===== src/rtl/fl_recover_pkg.sv =====
// Shared types and helpers for the freelist recovery sequencer.
package fl_recover_pkg;

  typedef enum logic [1:0] {
    IDLE  = 2'd0,
    CLEAR = 2'd1,
    SCAN  = 2'd2,
    DONE  = 2'd3
  } fl_rec_state_e;

  localparam int FL_SCAN_LANES = 2;

  // Wide enough to hold the value FREE_REG itself, not just FREE_REG-1.
  function automatic int fl_cnt_width(input int free_reg);
    return $clog2(free_reg) + 1;
  endfunction

endpackage


===== src/rtl/fl_scan_pick.sv =====
// Picks up to two free registers from a pair, packing lane 0 first and
// never granting more pushes than the remaining freelist room.
module fl_scan_pick
  import fl_recover_pkg::*;
#(
  parameter int PHY_WIDTH = 6,
  parameter int CNT_W     = 6
) (
  input  logic [1:0]               i_used,
  input  logic [PHY_WIDTH-1:0]     i_base,
  input  logic [CNT_W-1:0]         i_room,
  output logic [FL_SCAN_LANES-1:0] o_valid,
  output logic [PHY_WIDTH-1:0]     o_phy_0,
  output logic [PHY_WIDTH-1:0]     o_phy_1
);

  logic w_room_1;
  logic w_room_2;

  assign w_room_1 = (i_room != '0);
  assign w_room_2 = (i_room >= CNT_W'(2));

  // NOTE: every output gets a default first so no path through the case infers a latch.
  always_comb begin
    o_valid = '0;
    o_phy_0 = '0;
    o_phy_1 = '0;
    unique case (i_used)
      2'b00: begin
        if (w_room_2) begin
          o_valid = 2'b11;
          o_phy_0 = i_base;
          o_phy_1 = i_base + PHY_WIDTH'(1);
        end else if (w_room_1) begin
          o_valid = 2'b01;
          o_phy_0 = i_base;
        end
      end
      2'b10: begin
        if (w_room_1) begin
          o_valid = 2'b01;
          o_phy_0 = i_base;
        end
      end
      2'b01: begin
        if (w_room_1) begin
          o_valid = 2'b01;
          o_phy_0 = i_base + PHY_WIDTH'(1);
        end
      end
      default: ;
    endcase
  end

endmodule


===== src/rtl/freelist_recovery_ctrl.sv =====
// Rebuilds the rename freelist after a flush: clear, then scan two regs/cycle.
// Optional feature macro: FL_RECOVER_CHECK_EN (sticky push-count error flag).
module freelist_recovery_ctrl
  import fl_recover_pkg::*;
#(
  parameter int PHY_REGS  = 64,
  parameter int PHY_WIDTH = 6,
  parameter int FREE_REG  = 32
) (
  input  logic                     clk,
  input  logic                     rst,
  input  logic                     flush,
  input  logic [PHY_REGS-1:0]      arch_map_used,
  output logic                     fl_clear,
  output logic [FL_SCAN_LANES-1:0] fl_push_valid,
  output logic [PHY_WIDTH-1:0]     fl_push_phy_0,
  output logic [PHY_WIDTH-1:0]     fl_push_phy_1,
  output logic                     rename_stall,
  output logic                     recover_done,
  output logic                     recover_err
);

  localparam int CNT_W = fl_cnt_width(FREE_REG);

  fl_rec_state_e               r_state;
  fl_rec_state_e               w_next_state;
  logic [PHY_WIDTH-1:0]        r_idx;
  logic [CNT_W-1:0]            r_push_cnt;
  logic [PHY_REGS-1:0]         r_used_snap;
  logic [1:0]                  w_used;
  logic [CNT_W-1:0]            w_room;
  logic [FL_SCAN_LANES-1:0]    w_valid;
  logic [PHY_WIDTH-1:0]        w_phy_0;
  logic [PHY_WIDTH-1:0]        w_phy_1;
  logic                        w_last;

  assign w_used = {r_used_snap[{r_idx[PHY_WIDTH-1:1], 1'b1}], r_used_snap[r_idx]};
  // Zero room outside SCAN keeps the picker silent in every other state.
  assign w_room = (r_state == SCAN) ? (CNT_W'(FREE_REG) - r_push_cnt) : '0;
  assign w_last = (r_idx == PHY_WIDTH'(PHY_REGS - 2));

  fl_scan_pick #(
    .PHY_WIDTH (PHY_WIDTH),
    .CNT_W     (CNT_W)
  ) u_pick (
    .i_used  (w_used),
    .i_base  (r_idx),
    .i_room  (w_room),
    .o_valid (w_valid),
    .o_phy_0 (w_phy_0),
    .o_phy_1 (w_phy_1)
  );

  always_comb begin
    w_next_state = r_state;
    if (flush) begin
      w_next_state = CLEAR;
    end else begin
      unique case (r_state)
        IDLE:    w_next_state = IDLE;
        CLEAR:   w_next_state = SCAN;
        SCAN:    w_next_state = w_last ? DONE : SCAN;
        DONE:    w_next_state = IDLE;
        default: w_next_state = IDLE;
      endcase
    end
  end

  // NOTE: sequential state uses non-blocking assignments so every register
  // samples pre-edge values regardless of statement order.
  always_ff @(posedge clk) begin
    if (!rst) begin
      r_state     <= IDLE;
      r_idx       <= '0;
      r_push_cnt  <= '0;
      // NOTE: the snapshot is a plain register vector, so resetting it to
      // "all held" is cheap and keeps a stray scan from freeing anything.
      r_used_snap <= '1;
    end else begin
      r_state <= w_next_state;
      if (flush) begin
        r_used_snap <= arch_map_used | {{(PHY_REGS-1){1'b0}}, 1'b1};
        r_idx       <= '0;
        r_push_cnt  <= '0;
      end else if (r_state == SCAN) begin
        r_idx      <= r_idx + PHY_WIDTH'(2);
        r_push_cnt <= r_push_cnt + CNT_W'(w_valid[0]) + CNT_W'(w_valid[1]);
      end
    end
  end

  assign fl_clear      = (r_state == CLEAR);
  assign fl_push_valid = w_valid;
  assign fl_push_phy_0 = w_phy_0;
  assign fl_push_phy_1 = w_phy_1;
  assign rename_stall  = flush | (r_state != IDLE);
  assign recover_done  = (r_state == DONE) & ~flush;

`ifdef FL_RECOVER_CHECK_EN
  logic r_err;
  logic w_drop;
  logic w_short;

  // A free candidate that the picker did not grant was suppressed by the limit.
  assign w_drop  = (r_state == SCAN) &&
                   (({1'b0, ~w_used[0]} + {1'b0, ~w_used[1]}) !=
                    ({1'b0, w_valid[0]} + {1'b0, w_valid[1]}));
  assign w_short = (r_state == DONE) && !flush && (r_push_cnt != CNT_W'(FREE_REG));

  always_ff @(posedge clk) begin
    if (!rst) begin
      r_err <= 1'b0;
    end else if (w_drop || w_short) begin
      r_err <= 1'b1;
    end
  end

  assign recover_err = r_err;
`else
  assign recover_err = 1'b0;
`endif

endmodule


===== config.mk =====
export PLATFORM = sky130hd
export DESIGN_NAME = freelist_recovery_ctrl
export DESIGN_NICKNAME = d
export VERILOG_FILES = /design/src/rtl/fl_recover_pkg.sv /design/src/rtl/fl_scan_pick.sv /design/src/rtl/freelist_recovery_ctrl.sv
export SDC_FILE = /design/constraint.sdc
export NUM_CORES = 1
export LEC_CHECK = 0
export BUFFER_PORTS_ARGS = -buffer_cell sky130_fd_sc_hd__buf_2
export CAP_MARGIN = 20
export CORE_MARGIN = 2
export CORE_UTILIZATION = 58
export DETAILED_ROUTE_END_ITERATION = 6
export HOLD_SLACK_MARGIN = 0.05
export PLACE_DENSITY = 0.83
export SLEW_MARGIN = 20
export SYNTH_ARGS = -nofsm -noshare
export SYNTH_HDL_FRONTEND = slang
export SYNTH_SLANG_ARGS = --single-unit

===== constraint.sdc =====
create_clock -name clk -period 7.31 [get_ports clk]
set_input_delay 0.3655 -clock clk [delete_from_list [all_inputs] [get_ports clk]]
set_output_delay 0.3655 -clock clk [all_outputs]
set_load 0.03 [all_outputs]

**After elaboration in Yosys (flattened, before gate mapping)**

Index checks and enable logic that the tools add are counted.

- Add/subtract/negate cells: 5
- $lt $le $gt $ge: 3
- Eq/ne operators: 6
- Multiplexer cells: 17
- Bitwise gates (word level): 4
- Reduce and logical (&&, ||, !) cells: 7

Operators by type and width:

| operator | count |
|---|---|
| two-way mux 6 bit | 6 |
| case mux 6 bit (3 select lines) | 1 |
| < comparator 6 x 7 -> 1 bit, second input constant | 2 |
| adder 6 x 1 -> 6 bit | 2 |
| adder 6 x 1 -> 6 bit, second input constant | 1 |
| adder 6 x 2 -> 6 bit, second input constant | 1 |
| binary-select mux 1 bit (select 6 bit) | 1 |
| equality test 2 bit, second input constant | 3 |
| equality test 6 bit, second input constant | 1 |
| >= comparator 6 x 2 -> 1 bit, second input constant | 1 |
| case mux 2 bit (3 select lines) | 1 |
| nonzero test 6 bit | 1 |
| OR reduction 2 bit | 3 |
| subtractor 6 bit, first input constant | 1 |
| binary-select mux 1 bit (select 5 bit) | 1 |
| two-way mux 1 bit | 5 |
| equality test 2 x 1 -> 1 bit, second input constant | 2 |
| zero test 2 bit | 2 |
| case mux 2 bit (2 select lines) | 1 |
| two-way mux 2 bit | 1 |
| NOT 1 bit | 2 |
| nonzero test 2 bit | 1 |
| AND 1 bit | 1 |
| OR 1 bit | 1 |

- Register bits after elaboration: 77
- Input port bits: 67
- Output and inout port bits: 18
- Logic and storage cells: 47

**Logic depth before layout (Yosys ltp)**

Gate-level depths: netlist of run 1.

- Depth in word-level cells: 8
- Mapped depth: 14
- Depth with buffers taken out: 12

**By module**

From an unflattened synthesis of run 1, not the netlist that was laid out.

- Cells, all modules: 398
- Area total of the unflattened synthesis: 3,876.2 sq um

Modules (own cells, without submodules):

| module | times used | cells an instance | area each (sq um) | sequential area each (sq um) |
|---|---|---|---|---|
| freelist_recovery_ctrl | 1 | 346 | 3,532.1 | 1,521.5 |
| fl_scan_pick | 1 | 52 | 344.1 | 0.0 |

**Worst setup path after synthesis of run 1**

OpenSTA, ideal clock, no wires.

- Path type: reg2reg
- Start: register r_idx[1]
- End: register r_push_cnt[5]
- Library setup time: 70 ps
- Arrival: 3,807 ps
- Data required time: 7,240 ps
- Path slack: 3,433 ps
- Cell stages (with the launch flop): 13
- Path buffers: 1
- Clock period less this slack: 3,877 ps
- Path through: dfxtp_1 -> buf_2 -> mux4_2 -> a32o_1 -> nor4_1 -> a41oi_1 -> ha_1 -> nand2b_1 -> nor3_1 -> fa_1 -> nand4_1 -> or3_1 -> a21oi_1

- Word-level cells in the longest chain between the ends: 7
- Elaborated cells on any way between the ends: 11
- Classes of those cells: add/sub: 2; eq/ne: 2; mux: 5; reduce/logical: 2

Ends and longest elaborated chain:

| item | line | RTL |
|---|---|---|
| start: declaration | freelist_recovery_ctrl.sv:27 | `logic [PHY_WIDTH-1:0] r_idx;` |
| start signal: assignment | freelist_recovery_ctrl.sv:86 | `r_idx <= r_idx + PHY_WIDTH'(2);` |
| binary-select mux 1 bit (select 6 bit) / binary-select mux 1 bit (select 5 bit) (equally long branches) | freelist_recovery_ctrl.sv:37 | `assign w_used = {r_used_snap[{r_idx[PHY_WIDTH-1:1], 1'b1}], r_used_snap[r_idx]};` |
| two-way mux 1 bit (implied by the code) | freelist_recovery_ctrl.sv:37 |  |
| equality test 2 bit / equality test 2 x 1 -> 1 bit (equally long branches) | fl_scan_pick.sv:28 | `unique case (i_used)` |
| OR reduction 2 bit (no source line) | -- |  |
| case mux 2 bit (2 select lines) * | fl_scan_pick.sv:28 |  |
| via fl_push_valid[0] | freelist_recovery_ctrl.sv:15 | `output logic [FL_SCAN_LANES-1:0] fl_push_valid,` |
| adder 6 x 1 -> 6 bit * (2 in a row) | freelist_recovery_ctrl.sv:87 | `r_push_cnt <= r_push_cnt + CNT_W'(w_valid[0]) + CNT_W'(w_valid[1]);` |
| end signal: assignment | freelist_recovery_ctrl.sv:87 |  |
| end: declaration | freelist_recovery_ctrl.sv:28 | `logic [CNT_W-1:0] r_push_cnt;` |

The timed path passes the listed nets; every way through them passes the cells marked *. The select of a mux whose other input is x is not followed.
A chain may end at the register's enable or synchronous reset.

**Worst setup path after layout of run 1**

- Start: register r_idx[3]
- End: register r_push_cnt[5]

- Word-level cells in the longest chain between the ends: 7
- Elaborated cells on any way between the ends: 11
- Classes of those cells: add/sub: 2; eq/ne: 2; mux: 5; reduce/logical: 2

Ends and longest elaborated chain:

| item | line |
|---|---|
| binary-select mux 1 bit (select 6 bit) / binary-select mux 1 bit (select 5 bit) (equally long branches) | freelist_recovery_ctrl.sv:37 |
| two-way mux 1 bit (implied by the code) | freelist_recovery_ctrl.sv:37 |
| equality test 2 bit / equality test 2 x 1 -> 1 bit (equally long branches) | fl_scan_pick.sv:28 |
| OR reduction 2 bit (no source line) | -- |
| case mux 2 bit (2 select lines) * | fl_scan_pick.sv:28 |
| adder 6 x 1 -> 6 bit | freelist_recovery_ctrl.sv:87 |
| adder 6 x 1 -> 6 bit * | freelist_recovery_ctrl.sv:87 |

Every way passes the cells marked *; elsewhere a longest branch is shown, timed or not. The select of a mux whose other input is x is not followed.

==> metrics.txt, run 1 <==
All-Layer GR Usage 0.226; Hold Path Class in -> reg; Slew Limit Fails 0; Fmax 256 MHz; nets 513; PwrDens 195 nW/um^2; Startpoint Class register; share of layout cells above drive strength 1 0.270; Netlist cell types 46; Post-synth EDFFs 0; CTS tree built; RSZ-0062 raised after global routing false; Root Buffer clkbuf_8; Synth Flop Type dfxtp_1; Lkg Pwr 1.96 nW; Worst EP arrival 4.19 ns; vias per std cell 5.46; design area 4280 sq um; pre-CTS setup slack 3.36 ns; clk slew on worst S/H paths 0.08 ns; top-level port count 85; Ys Warns 0; Setup Viol. Count Final 0; clk_lat worst skew 0.34 ns; routed length per instance 14.5 um; largest net degree at the start of global routing 68; drc violations 0; flop-to-flop setup slack 3.40 ns; ys async rst share 0; hold violation count in the final report 0; first-pass GRT wire length 12700 um; Post-CTS Setup Inserts 0; initial drt markers 175; area of the multi-input gates 2010 sq um; register area share after synthesis 0.413; min Tclk post-route 3.91 ns; Sequential Area 1520 sq um; relative slew slack 0.292; CTS Sinks 76; Slew @ Worst Pin 1.06 ns; die height 83.7 um; r2r startpoint r_idx[3]; Max Cap Violations 0; hold depth 3; Cell Area, Placed 4090 sq um; Worst Setup End Kind register; Post-DP HPWL 5140 um; placed insts 498; GRT overflow 0; antenna viol nets, final 0; R2R depth 11; post_cts resized 0; clock buffer count from CTS 9; Core Area 6240 sq um; # fillers 516; final period utilization 0.535; Crit Path Class reg -> reg; H-tree depth 3; Mapped Cells 363; die width 83.7 um; worst reg2reg endpoint r_push_cnt[5]; Rows 29; gp weighted congestion 0.767; Post-CTS Hold Buffers 0; Ant. Diodes 0; post-synth top area share 0.413; Area contributors post-synth dfxtp_1 (41%), mux2i_1 (20%), nand2_1 (7.4%); Worst VDD drop 0.146 mV; Longest Clk Path Bufs 2; synthesized area 3680 sq um; initial core utilization 0.590; Max Fanout on Critical Path 22; initial antenna violation count 0; Worst Setup Slack, final 3.40 ns; Non-Filler Instances 514; origin of the worst min-delay path arch_map_used[43]; area leader, netlist dfxtp_1; Worst Hold Endpoint r_used_snap[43]; die area 7000 sq um; Seq cells post-synth 76; Area Overhead vs Synth 16.2%; status completed; Mapped Avg Cell Area 10.1 sq um; vias in the first global route 2698; TNS Setup 0 ns; drt pass-1 iters 4; via count 2804; Worst Skew 0.0142 ns; final WL 7460 um; Worst Path Required 7.58 ns; Synth Net Count 444; port bufs 82
[worst max path at each step]
stage,slack [ns],from,end,depth (start not counted)
floorplan,3.43,r_idx[1],r_push_cnt[5],12
global placement,3.50,r_idx[3],r_push_cnt[5],11
detailed placement,3.36,r_idx[3],r_push_cnt[5],11
CTS,3.32,r_idx[3],r_push_cnt[5],11
global route,3.01,r_idx[3],r_push_cnt[5],11
finish,3.40,r_idx[3],r_push_cnt[5],11
[logic make-up (layout without fill, tap and decap cells)]
kind of cell,count (synthesis),count (layout),synth area share
flip-flops,76,76,0.413
other,1,1,0.00102
multiplexers,87,87,0.279
AO/OA/AOI/OAI,16,16,0.0388
buffers and inverters,35,109,0.0408
adder cells (fa/ha/maj),14,14,0.0496
AND/OR/NAND/NOR,128,128,0.163
XOR/XNOR,6,6,0.0143
[through the flow]
step           power (mW)  hold slack (ns)  utilization
2_1_floorplan       0.512            0.436            -
3_3_place_gp        0.538            0.448        0.656
3_5_place_dp        0.542            0.454        0.656
4_1_cts             0.840            0.226        0.685
5_1_grt             0.871            0.233        0.685
6_report            0.833            0.234        0.685
[layout make-up]
cell class                 count  share of cell area
multi-input combinational    252               0.470
sequential                    76               0.356
timing repair buffer          85               0.102
clock buffer                  11              0.0307
tap                           77              0.0225
clock inverter                 5              0.0123
inverter                       8             0.00702
[layer usage]
layer	vias to the layer above	GRT usage	routed length, um
li1	1390	-	-
met1	1335	0.300	3290
met2	69	0.359	3710
met3	10	0.0445	349
met4	0	0.0968	110
met5	-	0	0
[cell usage after synthesis (3+ instances only)]
| cell type | count |
|---|---|
| nand4_1 | 3 |
| and3b_1 | 4 |
| xnor2_1 | 3 |
| clkbuf_1 | 11 |
| ha_1 | 13 |
| buf_1 | 5 |
| inv_1 | 8 |
| nor2_1 | 19 |
| nand2_1 | 73 |
| dfxtp_1 | 76 |
| buf_2 | 9 |
| nand2b_1 | 3 |
| mux2i_1 | 74 |
| and2_1 | 6 |
| xor2_1 | 3 |
| mux4_2 | 12 |
| nor4_1 | 4 |
[power breakdown]
part / internal (mW) / switching, mW
clock: 0.156 / 0.145
combinational: 0.0444 / 0.0420
sequential: 0.435 / 0.0108
total: 0.636 / 0.197
[worst max-delay path, stage by stage (launching register included)]
cell and delay [ns]:
dfxtp_1 1.02, mux4_2 0.45, a32o_1 0.22, nor4_1 0.32, a41oi_1 0.12, ha_1 0.21, nand2b_1 0.18, nor3_1 0.38
fa_1 0.29, nand4_1 0.16, or3_1 0.36, a21oi_1 0.13
[flip-flops by register name, indices dropped and copies added (netlist names)]
| register | flops |
|---|---|
| r_used_snap | 63 |
| r_push_cnt | 6 |
| r_idx | 5 |
| r_state | 2 |
[cell usage in the layout, fill, tap and decap left out, types with 4 or more instances in the layout]
cell type  Yosys  final
and2_1         6      6
and3b_1        4      4
buf_2          9     81
buf_4          2      4
clkbuf_8       0      9
dfxtp_1       76     76
ha_1          13     13
inv_1          8      8
mux2i_1       74     74
mux4_2        12     12
nand2_1       73     73
nor2_1        19     19
nor4_1         4      4
Note: power is estimated with default switching activity, not from simulation.
==> run 2: changes to the inputs <==
--- a/config.mk
+++ b/config.mk
@@ -8,10 +8,10 @@
 export BUFFER_PORTS_ARGS = -buffer_cell sky130_fd_sc_hd__buf_2
 export CAP_MARGIN = 20
 export CORE_MARGIN = 2
-export CORE_UTILIZATION = 58
+export CORE_UTILIZATION = 54
 export DETAILED_ROUTE_END_ITERATION = 6
 export HOLD_SLACK_MARGIN = 0.05
-export PLACE_DENSITY = 0.83
+export PLACE_DENSITY = 0.78
 export SLEW_MARGIN = 20
 export SYNTH_ARGS = -nofsm -noshare
 export SYNTH_HDL_FRONTEND = slang
==> constraint.sdc (replaced) <==
create_clock -name clk -period 3.8 [get_ports clk]
set_input_delay 0.19 -clock clk [delete_from_list [all_inputs] [get_ports clk]]
set_output_delay 0.19 -clock clk [all_outputs]
set_load 0.03 [all_outputs]
==> metrics.txt, run 2 (synthesized netlist as in run 1, its figures left out) <==
status completed; clk slew on worst S/H paths 0.08 ns; min Tclk post-route 3.49 ns; initial drt markers 158; Area Overhead vs Synth 21.2%; Slew Limit Fails 0; Worst path slowest cell mux4_2; port bufs 82; commonest non-fill, non-tap cell in the layout buf_2; largest register by flop count r_used_snap; relative slew slack 0.484; Post-CTS Setup Inserts 0; Reg power frac 0.522; GRT overflow 0; Lkg Pwr 2.04 nW; Fmax 286 MHz; vias in the first global route 2837; PwrDens 370 nW/um^2; H-tree depth 3; R2R depth 11; All-Layer GR Usage 0.230; gp weighted congestion 0.837; final WL 7940 um; clk_lat worst skew 0.35 ns; Ant. Diodes 0; die width 86.6 um; crit path cell chain mux4_2, a32o_1, nor4_1, a41oi_1, ha_1, nand2b_1, nor3_2, fa_1, nand4_1, or3_1, a21oi_1; Worst VDD drop 0.317 mV; routed length per instance 14.9 um; Worst EP arrival 3.76 ns; Setup Viol. Count Final 0; hold depth 3; die area 7490 sq um; biggest registers after layout r_used_snap (63), r_push_cnt (6), r_idx (5); clock buffer count from CTS 9; largest net degree at the start of global routing 66; CTS Sinks 76; drc violations 0; CTS tree built; sw power 399 uW; Int Power 1.25 mW; Worst path max stage delay 0.55 ns; Worst Setup End Kind register; Slew @ Worst Pin 0.775 ns; met3 WL 425 um; Hold Path Class in -> reg; met1 wire length 3500 um; final period utilization 0.919; met2 wire len 3900 um; initial core utilization 0.551; Startpoint Class register; Worst Skew 0.0110 ns; Rows 30; Post-DP HPWL 5520 um; Non-Filler Instances 534; design area 4460 sq um; drt pass-1 iters 4; switching portion of total power 0.242; via count 2853; share of layout cells above drive strength 1 0.278; vias per std cell 5.34; nets 530; Worst Path Required 4.07 ns; RSZ-0062 raised after global routing false; Longest Clk Path Bufs 2; first-pass GRT wire length 13400 um; max reg flops 63; die height 86.6 um; max layer used met4; initial antenna violation count 0; Core Area 6680 sq um; Crit Path Class reg -> reg; antenna viol nets, final 0; Root Buffer clkbuf_8; Max Cap Violations 0; hold violation count in the final report 0; Comb power frac 0.106; top-level port count 85; placed insts 506; Clk pwr share 0.372; Max Fanout on Critical Path 6; TNS Setup 0 ns; Cell Area, Placed 4140 sq um; most frequent cells in the layout buf_2 (81), dfxtp_1 (76), mux2i_1 (74)
[run 2: path summary, 6_finish.rpt]
path	start	end	slack (ns)
setup / recovery	r_idx[1]	r_push_cnt[5]	0.31
hold / removal	arch_map_used[11]	r_used_snap[11]	0.06
setup reg to reg	r_idx[1]	r_push_cnt[5]	0.31
hold reg to reg	r_used_snap[21]	r_used_snap[21]	0.47
[run 2: per-layer routing]
metal  up-vias  global-route usage
met5         -                   0
met4         0              0.0838
met3        11              0.0562
met2        86               0.369
met1      1328               0.303
li1       1428                   -
[run 2: per-stage QoR]
step / power [mW] / utilization / hold slack [ns] / worst slack, ns
after global placement: 1.04 / 0.619 / 0.404 / 0.399
after global routing: 1.72 / 0.667 / 0.0507 / 0.0626
after detailed placement: 1.04 / 0.619 / 0.410 / 0.340
after CTS: 1.66 / 0.667 / 0.0505 / 0.306
after floorplan: 0.984 / - / 0.318 / 0.269
final: 1.65 / 0.667 / 0.0587 / 0.307
[run 2: worst max-delay path, delay by kind of cell (launching register included)]
| family | cells | cell delay (ns) |
|---|---|---|
| AO/OA/AOI/OAI | 3 | 0.53 |
| adder cells (fa/ha/maj) | 2 | 0.47 |
| flip-flops | 1 | 0.53 |
| multiplexers | 1 | 0.55 |
| AND/OR/NAND/NOR | 5 | 1.34 |
[run 2: power groups by stage]
| stage | Combinational [mW] | Sequential [mW] | Clock, mW |
|---|---|---|---|
| final | 0.175 | 0.860 | 0.613 |
| after CTS | 0.176 | 0.860 | 0.628 |
| after global placement | 0.162 | 0.875 | 0 |
| after floorplan | 0.115 | 0.870 | 0 |
| after global routing | 0.195 | 0.865 | 0.660 |
| after detailed placement | 0.166 | 0.878 | 0 |
[run 2: area by class of cell]
class / count / area [sq um]
Fill cell: 533 / 2220
Multi-Input combinational cell: 252 / 2010
Sequential cell: 76 / 1520
Timing Repair Buffer: 102 / 593
Clock buffer: 10 / 138
Tap cell: 80 / 100
Clock inverter: 6 / 63.8
Inverter: 8 / 30.0
[run 2: what timing repair did]
| item | in CTS | in global routing |
|---|---|---|
| endpoints found under the setup margin | 0 | 0 |
| endpoints found under the hold margin | 12 | 0 |
| hold buffers | 12 | 0 |
| gates resized for setup | 0 | 0 |
